--- src/rtl/bitmask_decode_arbiter.sv ---
`default_nettype none
// ============================================================================
// Module   : bitmask_decode_arbiter
// Purpose  : Round-robin arbiter that shares one immediate/bitmask decoder
//            (ARM DecodeBitMasks) between NUM_REQ requesters. The granted
//            operands are latched, decoded in one cycle, trimmed for 32-bit
//            use and checked for reserved encodings. The result is returned,
//            tagged with the requester index, on a valid/ready channel.
// Ports    : clk, nreset          - clock, async active-low reset
//            req_valid/req_ready  - per-requester handshake (ready one-hot)
//            req_immr/req_imms    - 6-bit fields, requester i at [6i+5:6i]
//            req_n/req_sf         - N bit, 1 = 64-bit operation
//            req_logical          - 1 = logical immediate, 0 = bitfield use
//            rsp_valid/rsp_ready  - response handshake
//            rsp_id               - index of the requester served
//            rsp_wmask/rsp_tmask  - decoded masks (zero when rsp_err)
//            rsp_err              - reserved/illegal encoding
// Revision : 1.0 - initial release
// ============================================================================
module bitmask_decode_arbiter #(
  parameter int NUM_REQ = 2,
  parameter int ID_W    = 1
) (
  input  logic                 clk,
  input  logic                 nreset,
  input  logic [NUM_REQ-1:0]   req_valid,
  output logic [NUM_REQ-1:0]   req_ready,
  input  logic [6*NUM_REQ-1:0] req_immr,
  input  logic [6*NUM_REQ-1:0] req_imms,
  input  logic [NUM_REQ-1:0]   req_n,
  input  logic [NUM_REQ-1:0]   req_sf,
  input  logic [NUM_REQ-1:0]   req_logical,
  output logic                 rsp_valid,
  input  logic                 rsp_ready,
  output logic [ID_W-1:0]      rsp_id,
  output logic [63:0]          rsp_wmask,
  output logic [63:0]          rsp_tmask,
  output logic                 rsp_err
);

  typedef enum logic [1:0] {
    S_IDLE   = 2'd0,
    S_DECODE = 2'd1,
    S_RESP   = 2'd2
  } state_e;

  state_e          state_q, state_d;
  logic [ID_W-1:0] ptr_q, ptr_d;

  // Latched operands of the granted request
  logic [5:0]      immr_q, imms_q;
  logic            n_q, sf_q, logical_q;
  logic [ID_W-1:0] id_q;

  // Result registers
  logic [63:0]     wmask_q, tmask_q;
  logic            err_q;

  // Arbitration
  logic [NUM_REQ-1:0][5:0] w_immr_arr, w_imms_arr;
  logic [ID_W-1:0]         w_scan_idx, w_grant_idx;
  logic                    w_grant_found;

  assign w_immr_arr = req_immr;
  assign w_imms_arr = req_imms;

  // Search upward from the pointer with explicit wrap, so a non power-of-two
  // NUM_REQ never produces an out-of-range index.
  always_comb begin
    w_grant_found = 1'b0;
    w_grant_idx   = '0;
    w_scan_idx    = ptr_q;
    for (int k = 0; k < NUM_REQ; k++) begin
      if (!w_grant_found && req_valid[w_scan_idx]) begin
        w_grant_found = 1'b1;
        w_grant_idx   = w_scan_idx;
      end
      w_scan_idx = (w_scan_idx == ID_W'(NUM_REQ - 1)) ? '0 : w_scan_idx + 1'b1;
    end
  end

  // Gated by nreset so req_ready is low while reset is held.
  always_comb begin
    req_ready = '0;
    if (nreset && state_q == S_IDLE && w_grant_found) begin
      req_ready[w_grant_idx] = 1'b1;
    end
  end

  // Shared decoder, driven by the latched operands
  logic [6:0]  w_len_bits;
  logic [2:0]  w_len;
  logic [5:0]  w_levels, w_s, w_r, w_d;
  logic [63:0] w_wrep, w_trep, w_wmask, w_tmask;
  logic        w_err;

  always_comb begin
    w_len_bits = {n_q, ~imms_q};
    w_len      = 3'd0;
    for (int j = 0; j < 7; j++) begin
      if (w_len_bits[j]) w_len = 3'(j);
    end
  end

  assign w_levels = 6'((7'd1 << w_len) - 7'd1);
  assign w_s      = imms_q & w_levels;
  assign w_r      = immr_q & w_levels;
  assign w_d      = (w_s - w_r) & w_levels;

  // Element bit j is set when j <= S (resp. j <= d). Masking the bit index
  // with levels replicates the element; adding R before masking rotates the
  // element right by R.
  always_comb begin
    w_wrep = '0;
    w_trep = '0;
    for (int i = 0; i < 64; i++) begin
      w_wrep[i] = ((6'(i) + w_r) & w_levels) <= w_s;
      w_trep[i] = (6'(i) & w_levels) <= w_d;
    end
  end

  assign w_err   = (w_len == 3'd0) | (~sf_q & n_q) | (logical_q & (w_s == w_levels));
  assign w_wmask = w_err ? 64'd0 : (sf_q ? w_wrep : {32'd0, w_wrep[31:0]});
  assign w_tmask = w_err ? 64'd0 : (sf_q ? w_trep : {32'd0, w_trep[31:0]});

  // FSM next state
  always_comb begin
    state_d = state_q;
    ptr_d   = ptr_q;
    case (state_q)
      S_IDLE:   if (w_grant_found) state_d = S_DECODE;
      S_DECODE: state_d = S_RESP;
      S_RESP: begin
        if (rsp_ready) begin
          state_d = S_IDLE;
          ptr_d   = (id_q == ID_W'(NUM_REQ - 1)) ? '0 : id_q + 1'b1;
        end
      end
      default:  state_d = S_IDLE;
    endcase
  end

  always_ff @(posedge clk or negedge nreset) begin
    if (!nreset) begin
      state_q <= S_IDLE;
      ptr_q   <= '0;
    end else begin
      state_q <= state_d;
      ptr_q   <= ptr_d;
    end
  end

  always_ff @(posedge clk or negedge nreset) begin
    if (!nreset) begin
      immr_q    <= '0;
      imms_q    <= '0;
      n_q       <= 1'b0;
      sf_q      <= 1'b0;
      logical_q <= 1'b0;
      id_q      <= '0;
    end else if (state_q == S_IDLE && w_grant_found) begin
      immr_q    <= w_immr_arr[w_grant_idx];
      imms_q    <= w_imms_arr[w_grant_idx];
      n_q       <= req_n[w_grant_idx];
      sf_q      <= req_sf[w_grant_idx];
      logical_q <= req_logical[w_grant_idx];
      id_q      <= w_grant_idx;
    end
  end

  always_ff @(posedge clk or negedge nreset) begin
    if (!nreset) begin
      wmask_q <= '0;
      tmask_q <= '0;
      err_q   <= 1'b0;
    end else if (state_q == S_DECODE) begin
      wmask_q <= w_wmask;
      tmask_q <= w_tmask;
      err_q   <= w_err;
    end
  end

  assign rsp_valid = (state_q == S_RESP);
  assign rsp_id    = id_q;
  assign rsp_wmask = wmask_q;
  assign rsp_tmask = tmask_q;
  assign rsp_err   = err_q;

endmodule
`default_nettype wire
--- config.mk ---
export PLATFORM = sky130hd
export DESIGN_NAME = bitmask_decode_arbiter
export DESIGN_NICKNAME = d
export VERILOG_FILES = /design/src/rtl/bitmask_decode_arbiter.sv
export SDC_FILE = /design/constraint.sdc
export NUM_CORES = 1
export LEC_CHECK = 0
export ABC_CLOCK_PERIOD_IN_PS = 11700
export CAP_MARGIN = 20
export CORE_MARGIN = 2
export CORE_UTILIZATION = 30
export DETAILED_ROUTE_END_ITERATION = 8
export GPL_TIMING_DRIVEN = 0
export MAX_ROUTING_LAYER = met4
export PLACE_DENSITY = 0.51
export REMOVE_ABC_BUFFERS = 1
export SLEW_MARGIN = 15
export SYNTH_ARGS = -nofsm -noshare
export SYNTH_HDL_FRONTEND = slang
export SYNTH_SLANG_ARGS = --single-unit
--- constraint.sdc ---
create_clock -name clk -period 11.7 [get_ports clk]
set_clock_uncertainty 0.1 [all_clocks]
set_input_delay 2.34 -clock clk [delete_from_list [all_inputs] [get_ports clk]]
set_output_delay 2.34 -clock clk [all_outputs]
set_load 0.02 [all_outputs]
==> results of run 1 <==
cells by family after synthesis:
family / after synthesis
AO/OA/AOI/OAI: 417
XOR/XNOR: 65
adder cells (fa/ha/maj): 138
buffers and inverters: 114
flip-flops: 148
multiplexers: 18
AND/OR/NAND/NOR: 394
layer usage:
metal	GRT usage	up-vias	wire length (µm)
met5	-	-	0
met2	0.3070	224	17560
met1	0.2759	5075	19070
met4	0.05026	0	652
li1	-	5055	-
met3	0.02305	33	1271
Yosys cell counts, types with 6 or more instances:
library cell	n	area, µm²
a41oi_1	20	175.2
nand4_1	8	50.05
a21o_1	6	45.04
a211o_1	8	70.07
a22o_1	83	727.0
a21boi_0	33	247.7
inv_1	37	138.9
and3_1	14	87.58
nand2_1	78	292.8
nand3_1	31	155.2
o31ai_1	49	367.9
a22oi_1	9	67.56
nor2_1	115	431.7
dfrtp_1	148	3704
o21a_1	6	45.04
xor2_1	23	201.4
and2_1	55	344.1
a31oi_1	16	100.1
clkbuf_1	52	195.2
nor3_1	10	50.05
xnor2_1	42	367.9
nor2b_1	48	300.3
o211ai_1	9	67.56
a21oi_1	71	355.3
ha_1	137	1714
nand2b_1	11	68.82
buf_1	7	26.28
mux2i_1	17	170.2
o21ai_0	65	325.3
buf_2	13	65.06
final timing paths:
| check | from | end | slack, ns |
|---|---|---|---|
| worst max-delay path | req_valid[1] | req_ready[0] | 4.80 |
| worst min-delay path | rsp_tmask[32]$_DFFE_PN0N_ | rsp_tmask[32]$_DFFE_PN0N_ | 0.38 |
| worst max register to register | n_q$_DFFE_PN0P_ | rsp_wmask[31]$_DFFE_PN0N_ | 5.14 |
| worst min register to register | rsp_tmask[32]$_DFFE_PN0N_ | rsp_tmask[32]$_DFFE_PN0N_ | 0.38 |
| max in group asynchronous | nreset | n_q$_DFFE_PN0P_ | 8.89 |
| min in group asynchronous | nreset | rsp_tmask[56]$_DFFE_PN0N_ | 1.79 |
placed cells by master, fill, tap and decap left out, types with 10 or more instances in the layout:
master,count
a21oi_1,71
o21ai_0,64
clkbuf_16,17
and3_1,14
xor2_1,22
a21boi_0,33
nor2b_1,47
nand2b_1,10
o31ai_1,49
a31oi_1,16
xnor2_1,42
nor2_1,113
and2_1,55
nand2_1,76
nand3_1,31
ha_1,137
a22o_1,83
clkdlybuf4s50_1,166
a41oi_1,20
mux2i_1,17
dfrtp_1,145
inv_1,37
registers in the layout, indices dropped and copies added, names as in the netlist:
register and count:
immr_q 6, rsp_err 1, sf_q 1, logical_q 1, ptr_q 1, state_q 2, rsp_tmask 64, rsp_wmask 64
rsp_id 1, n_q 1, imms_q 6
worst register-to-register path, stage by stage, from the launching register on:
cell	delay [ns]
dfrtp_2	0.62
buf_12	0.28
and4b_4	0.47
and2_1	0.26
clkinv_1	0.38
ha_1	0.40
inv_1	0.20
nand4_1	0.26
nand2_1	0.50
inv_1	0.33
ha_1	0.41
a21boi_0	0.20
a31oi_2	0.50
xnor2_1	0.21
nor2_1	0.07
ha_1	0.42
o21ai_0	0.19
a21boi_0	0.31
o31ai_1	0.12
a22o_1	0.21
final cells by class:
cell class / count / area share
Sequential cell: 148 / 0.2524
Clock buffer: 18 / 0.02990
Inverter: 39 / 0.009967
Clock inverter: 14 / 0.01252
Multi-Input combinational cell: 1032 / 0.5124
Tap cell: 518 / 0.04413
Timing Repair Buffer: 185 / 0.1387
stage by stage:
stage	hold slack (ns)	setup TNS, ns	instance area (µm²)	setup WS, ns	std cells
final	0.3807	0	14690	4.800	1954
after global routing	0.4025	0	14690	4.633	1954
after CTS	0.3830	0	14670	4.781	1953
after detailed placement	0.3665	0	14040	4.796	1921
after global placement	0.3613	-0.3589	13640	-0.3160	1904
after floorplan	0.3985	0	11320	4.690	1219
==> flow_summary.yaml, run 1 <==
worst_setup_path:
  crit_slowest_cell: "clkdlybuf4s50_1"
  critPathMaxStageDelay_ns: 0.61
  start_kind: "primary input"
  cp_max_fo: 13
  cp_common_cell: "clkdlybuf4s50_1"
  critical_path_arrival_ns: 4.46
  cp.depth: 6
  critPathRequiredTime_ns: 9.26
  cp_num_buf_inv: 3
  critPathCaptureType: "output port"
  crit_type: "in -> out"
  reg2reg_depth: 19
  crit_family: "buffers and inverters"
  cp_cell_sequence: "clkdlybuf4s50_1, nor2_1, nor3_2, buf_4, and3_1, clkdlybuf4s50_1"
global_routing:
  grt_max_degree: 90
  antenna_found_initial: 0
  grt_pass1_vias: 10440
  grt_pass1_wl_mm: 61.55
  grt.overflow.total: 0
  grt.total_usage: 0.1985
floorplanning:
  dieWidth_um: 200.9
  start_util: 0.3024
  ios: 168
  core_um2: 38470
  fp.dieArea_um2: 40360
  die_h_um: 200.9
  rows: 72
yosys:
  yosys_warnings: 0
  synth_adder_area_share: 0.1491
  synth_edf_count: 0
  yosysSeqAreaShare: 0.3184
  synth-seq-cells: 148
  ys_types: 71
  ys.flop_type: "dfrtp_1"
  synth_mux_area_frac: 0.01581
  synth_compound_area_frac: 0.2593
  synthArstFlopShare: 1.000
  synth.avg_cell_area_um2: 8.989
  synth_simple_gate_area_share: 0.1687
  synth_cells: 1294
  syn_area_um2: 11630
  synth_top_family_by_area: "compound AO/OA/AOI/OAI gates"
  synth_xor_area_frac: 0.04894
routing:
  drtIter0Drc: 701
  firstDrtPassIters: 5
  vias_per_cell: 5.316
  wire_per_inst_um: 19.73
  vias: 10390
  antenna_left: 0
  drc: 0
  wl_mm: 38.55
layout:
  register_area_um2: 3707
  drive_gt1_frac: 0.05571
  diodes: 0
  nFillCells: 3912
  final_nets: 1596
  multi_input_area_um2: 7526
  area_growth_pct: 26.27
  final_util: 0.3818
outcome:
  status: "finished, final reports clean"
clock_network:
  clk_pin_slew_worst_paths_ns: 0.07
  clkLatencyLatePin_ns: 0.45
  ctsLongestPathBuffers: 2
  cts_buffers: 17
  cts_resized: 0
  cts_setup_buffers: 0
  cts-root-buf: "clkbuf_16"
  holdBufCountCts: 0
  clock_sinks: 148
  h-tree-depth: 4
  cts_tree: "built"
min_path:
  min_path_cells: 1
  hold_path.class: "reg -> reg"
sta:
  timing.final.crit_share: 0.5898
  worst_slew_pin_slew_ns: 0.9782
  slew_headroom: 0.3479
  maxSlewViolCount: 0
  setup_viol: 0
  hold_violations: 0
  fin_crit_ns: 6.900
  max_clock_freq_ghz: 0.1449
  rsz0062_at_grt: "no"
placed_design:
  dpl.hpwl_mm: 28.54
  port_buffers: 167
  place.gp.congestion: 0.9011
job:
  maxCapViolations: 0
Power of run 1 is not shown: default switching activity piles up to over one toggle a cycle in this logic, so the estimate is an artifact.
==> run 2: changes to the inputs <==
--- a/config.mk
+++ b/config.mk
@@ -5,7 +5,7 @@
 export SDC_FILE = /design/constraint.sdc
 export NUM_CORES = 1
 export LEC_CHECK = 0
-export ABC_CLOCK_PERIOD_IN_PS = 11700
+export ABC_CLOCK_PERIOD_IN_PS = 6940
 export CAP_MARGIN = 20
 export CORE_MARGIN = 2
 export CORE_UTILIZATION = 30
==> constraint.sdc (replaced) <==
create_clock -name clk -period 6.94 [get_ports clk]
set_clock_uncertainty 0.1 [all_clocks]
set_input_delay 1.388 -clock clk [delete_from_list [all_inputs] [get_ports clk]]
set_output_delay 1.388 -clock clk [all_outputs]
set_load 0.02 [all_outputs]
==> flow_summary.yaml, run 2 (synthesis gave the netlist of run 1 again) <==
sta:
  hold_violations: 0
  slew_headroom: 0.3481
  fin_crit_ns: 6.565
  setup_tns_ns: 0
  fin_ws_ns: 0.3753
  worst_slew_pin_slew_ns: 0.9779
  rsz0062_at_grt: "no"
  timing.final.crit_share: 0.9459
  max_clock_freq_ghz: 0.1523
  setup_viol: 0
  maxSlewViolCount: 0
layout:
  layout_common_cells: "clkdlybuf4s50_1, dfrtp_1, ha_1, nor2_1, a22o_1"
  diodes: 0
  layout_commonest_cell: "clkdlybuf4s50_1"
  final_nets: 1596
  finalNonFillerCells: 1954
  drive_gt1_frac: 0.05641
  area_growth_pct: 26.31
worst_setup_path:
  critPathCaptureType: "register"
  r2r_setup_slack_ns: 0.38
  cp_max_fo: 47
  reg2reg_depth: 19
  cp_cell_sequence: "buf_12, and4b_4, and2_1, clkinv_1, ha_1, inv_1, nand4_1, nand2_1, inv_1, ha_1, a21boi_0, a31oi_2, xnor2_1, nor2_1, ha_1, o21ai_0, a21boi_0, o31ai_1, a22o_1"
  cp_common_cell: "ha_1"
  cp_num_buf_inv: 4
  crit_type: "reg -> reg"
  r2r-start: "n_q$_DFFE_PN0P_"
  crit_start: "n_q$_DFFE_PN0P_"
  r2r-end: "rsp_wmask[31]$_DFFE_PN0N_"
  crit_family: "simple AND/OR/NAND/NOR gates"
  crit_slowest_cell: "dfrtp_2"
  start_kind: "register"
  critPathMaxStageDelay_ns: 0.62
  critical_path_arrival_ns: 6.80
  critPathRequiredTime_ns: 7.17
routing:
  antenna_left: 0
  vias_per_cell: 5.316
  wl_mm: 38.50
  wire_per_inst_um: 19.70
  firstDrtPassIters: 5
  vias: 10390
  drtIter0Drc: 682
  drc: 0
floorplanning:
  dieWidth_um: 200.9
  core_um2: 38470
  fp.dieArea_um2: 40360
  rows: 72
  die_h_um: 200.9
  start_util: 0.3024
  ios: 168
global_routing:
  grt.overflow.total: 0
  grt_pass1_vias: 10440
  grt_pass1_wl_mm: 61.55
  grt_max_degree: 90
  grt.total_usage: 0.1985
  antenna_found_initial: 0
clock_network:
  cts_tree: "built"
  clock_sinks: 148
  ctsLongestPathBuffers: 2
  clkLatencyLatePin_ns: 0.45
  h-tree-depth: 4
  cts_setup_buffers: 0
  cts_buffers: 17
  cts-root-buf: "clkbuf_16"
  holdBufCountCts: 0
  clk_pin_slew_worst_paths_ns: 0.08
  cts_resized: 0
placed_design:
  dpl.hpwl_mm: 28.54
  place.gp.congestion: 0.9011
  port_buffers: 167
  dp_slack_ns: 0.3386
  placedCellCount: 1921
min_path:
  hold_path.class: "reg -> reg"
  min_from: "rsp_tmask[32]$_DFFE_PN0N_"
  min_path_cells: 1
  hold_end: "rsp_tmask[32]$_DFFE_PN0N_"
outcome:
  status: "finished, final reports clean"
job:
  maxCapViolations: 0
run 2: metrics by stage:
step	util	instance area (µm²)	hold slack [ns]
4_1_cts	0.3812	14670	0.3830
3_3_place_gp	0.3545	13640	0.3613
5_1_grt	0.3820	14690	0.4025
6_report	0.3820	14690	0.3806
3_5_place_dp	0.3650	14040	0.3665
2_1_floorplan	-	11320	0.3985
run 2: area by class of cell:
type                    count  area [µm²]
well taps                 518       648.1
inverters                  39       146.4
multi-input cells        1032        7531
fillers                  3912       23770
flip-flops and latches    148        3707
repair buffers            185        2037
clock buffers              18       439.2
clock inverters            14       183.9
run 2: worst reg2reg max path, delay by kind of cell (launching register included):
family                     cells  cell delay [ns]
and+or+nand+nor                5             1.56
AOI/OAI and AO/OA              6             1.53
adders and majority gates      3             1.23
buffers and inverters          4             1.19
DFF                            1             0.62
xor gates and xnor gates       1             0.21
run 2: worst max path at each step:
stage / slack, ns / cells after the start / endpoint
after floorplan: 1.67 / 14 / rsp_tmask[17]$_DFFE_PN0N_
after global placement: -3.17 / 3 / req_ready[0]
after detailed placement: 0.34 / 16 / rsp_tmask[39]$_DFFE_PN0N_
final: 0.38 / 19 / rsp_wmask[31]$_DFFE_PN0N_
after CTS: 0.29 / 16 / rsp_tmask[38]$_DFFE_PN0N_
after global routing: 0.0007 / 19 / rsp_wmask[31]$_DFFE_PN0N_
run 2: metal layers:
layer | global-route usage | routed length [µm] | vias up
met2 | 0.3070 | 17570 | 231
met3 | 0.02305 | 1272 | 31
met5 | - | 0 | -
met1 | 0.2759 | 19040 | 5072
li1 | - | - | 5054
met4 | 0.05026 | 622 | 0
Power of run 2 is left out for the same reason.
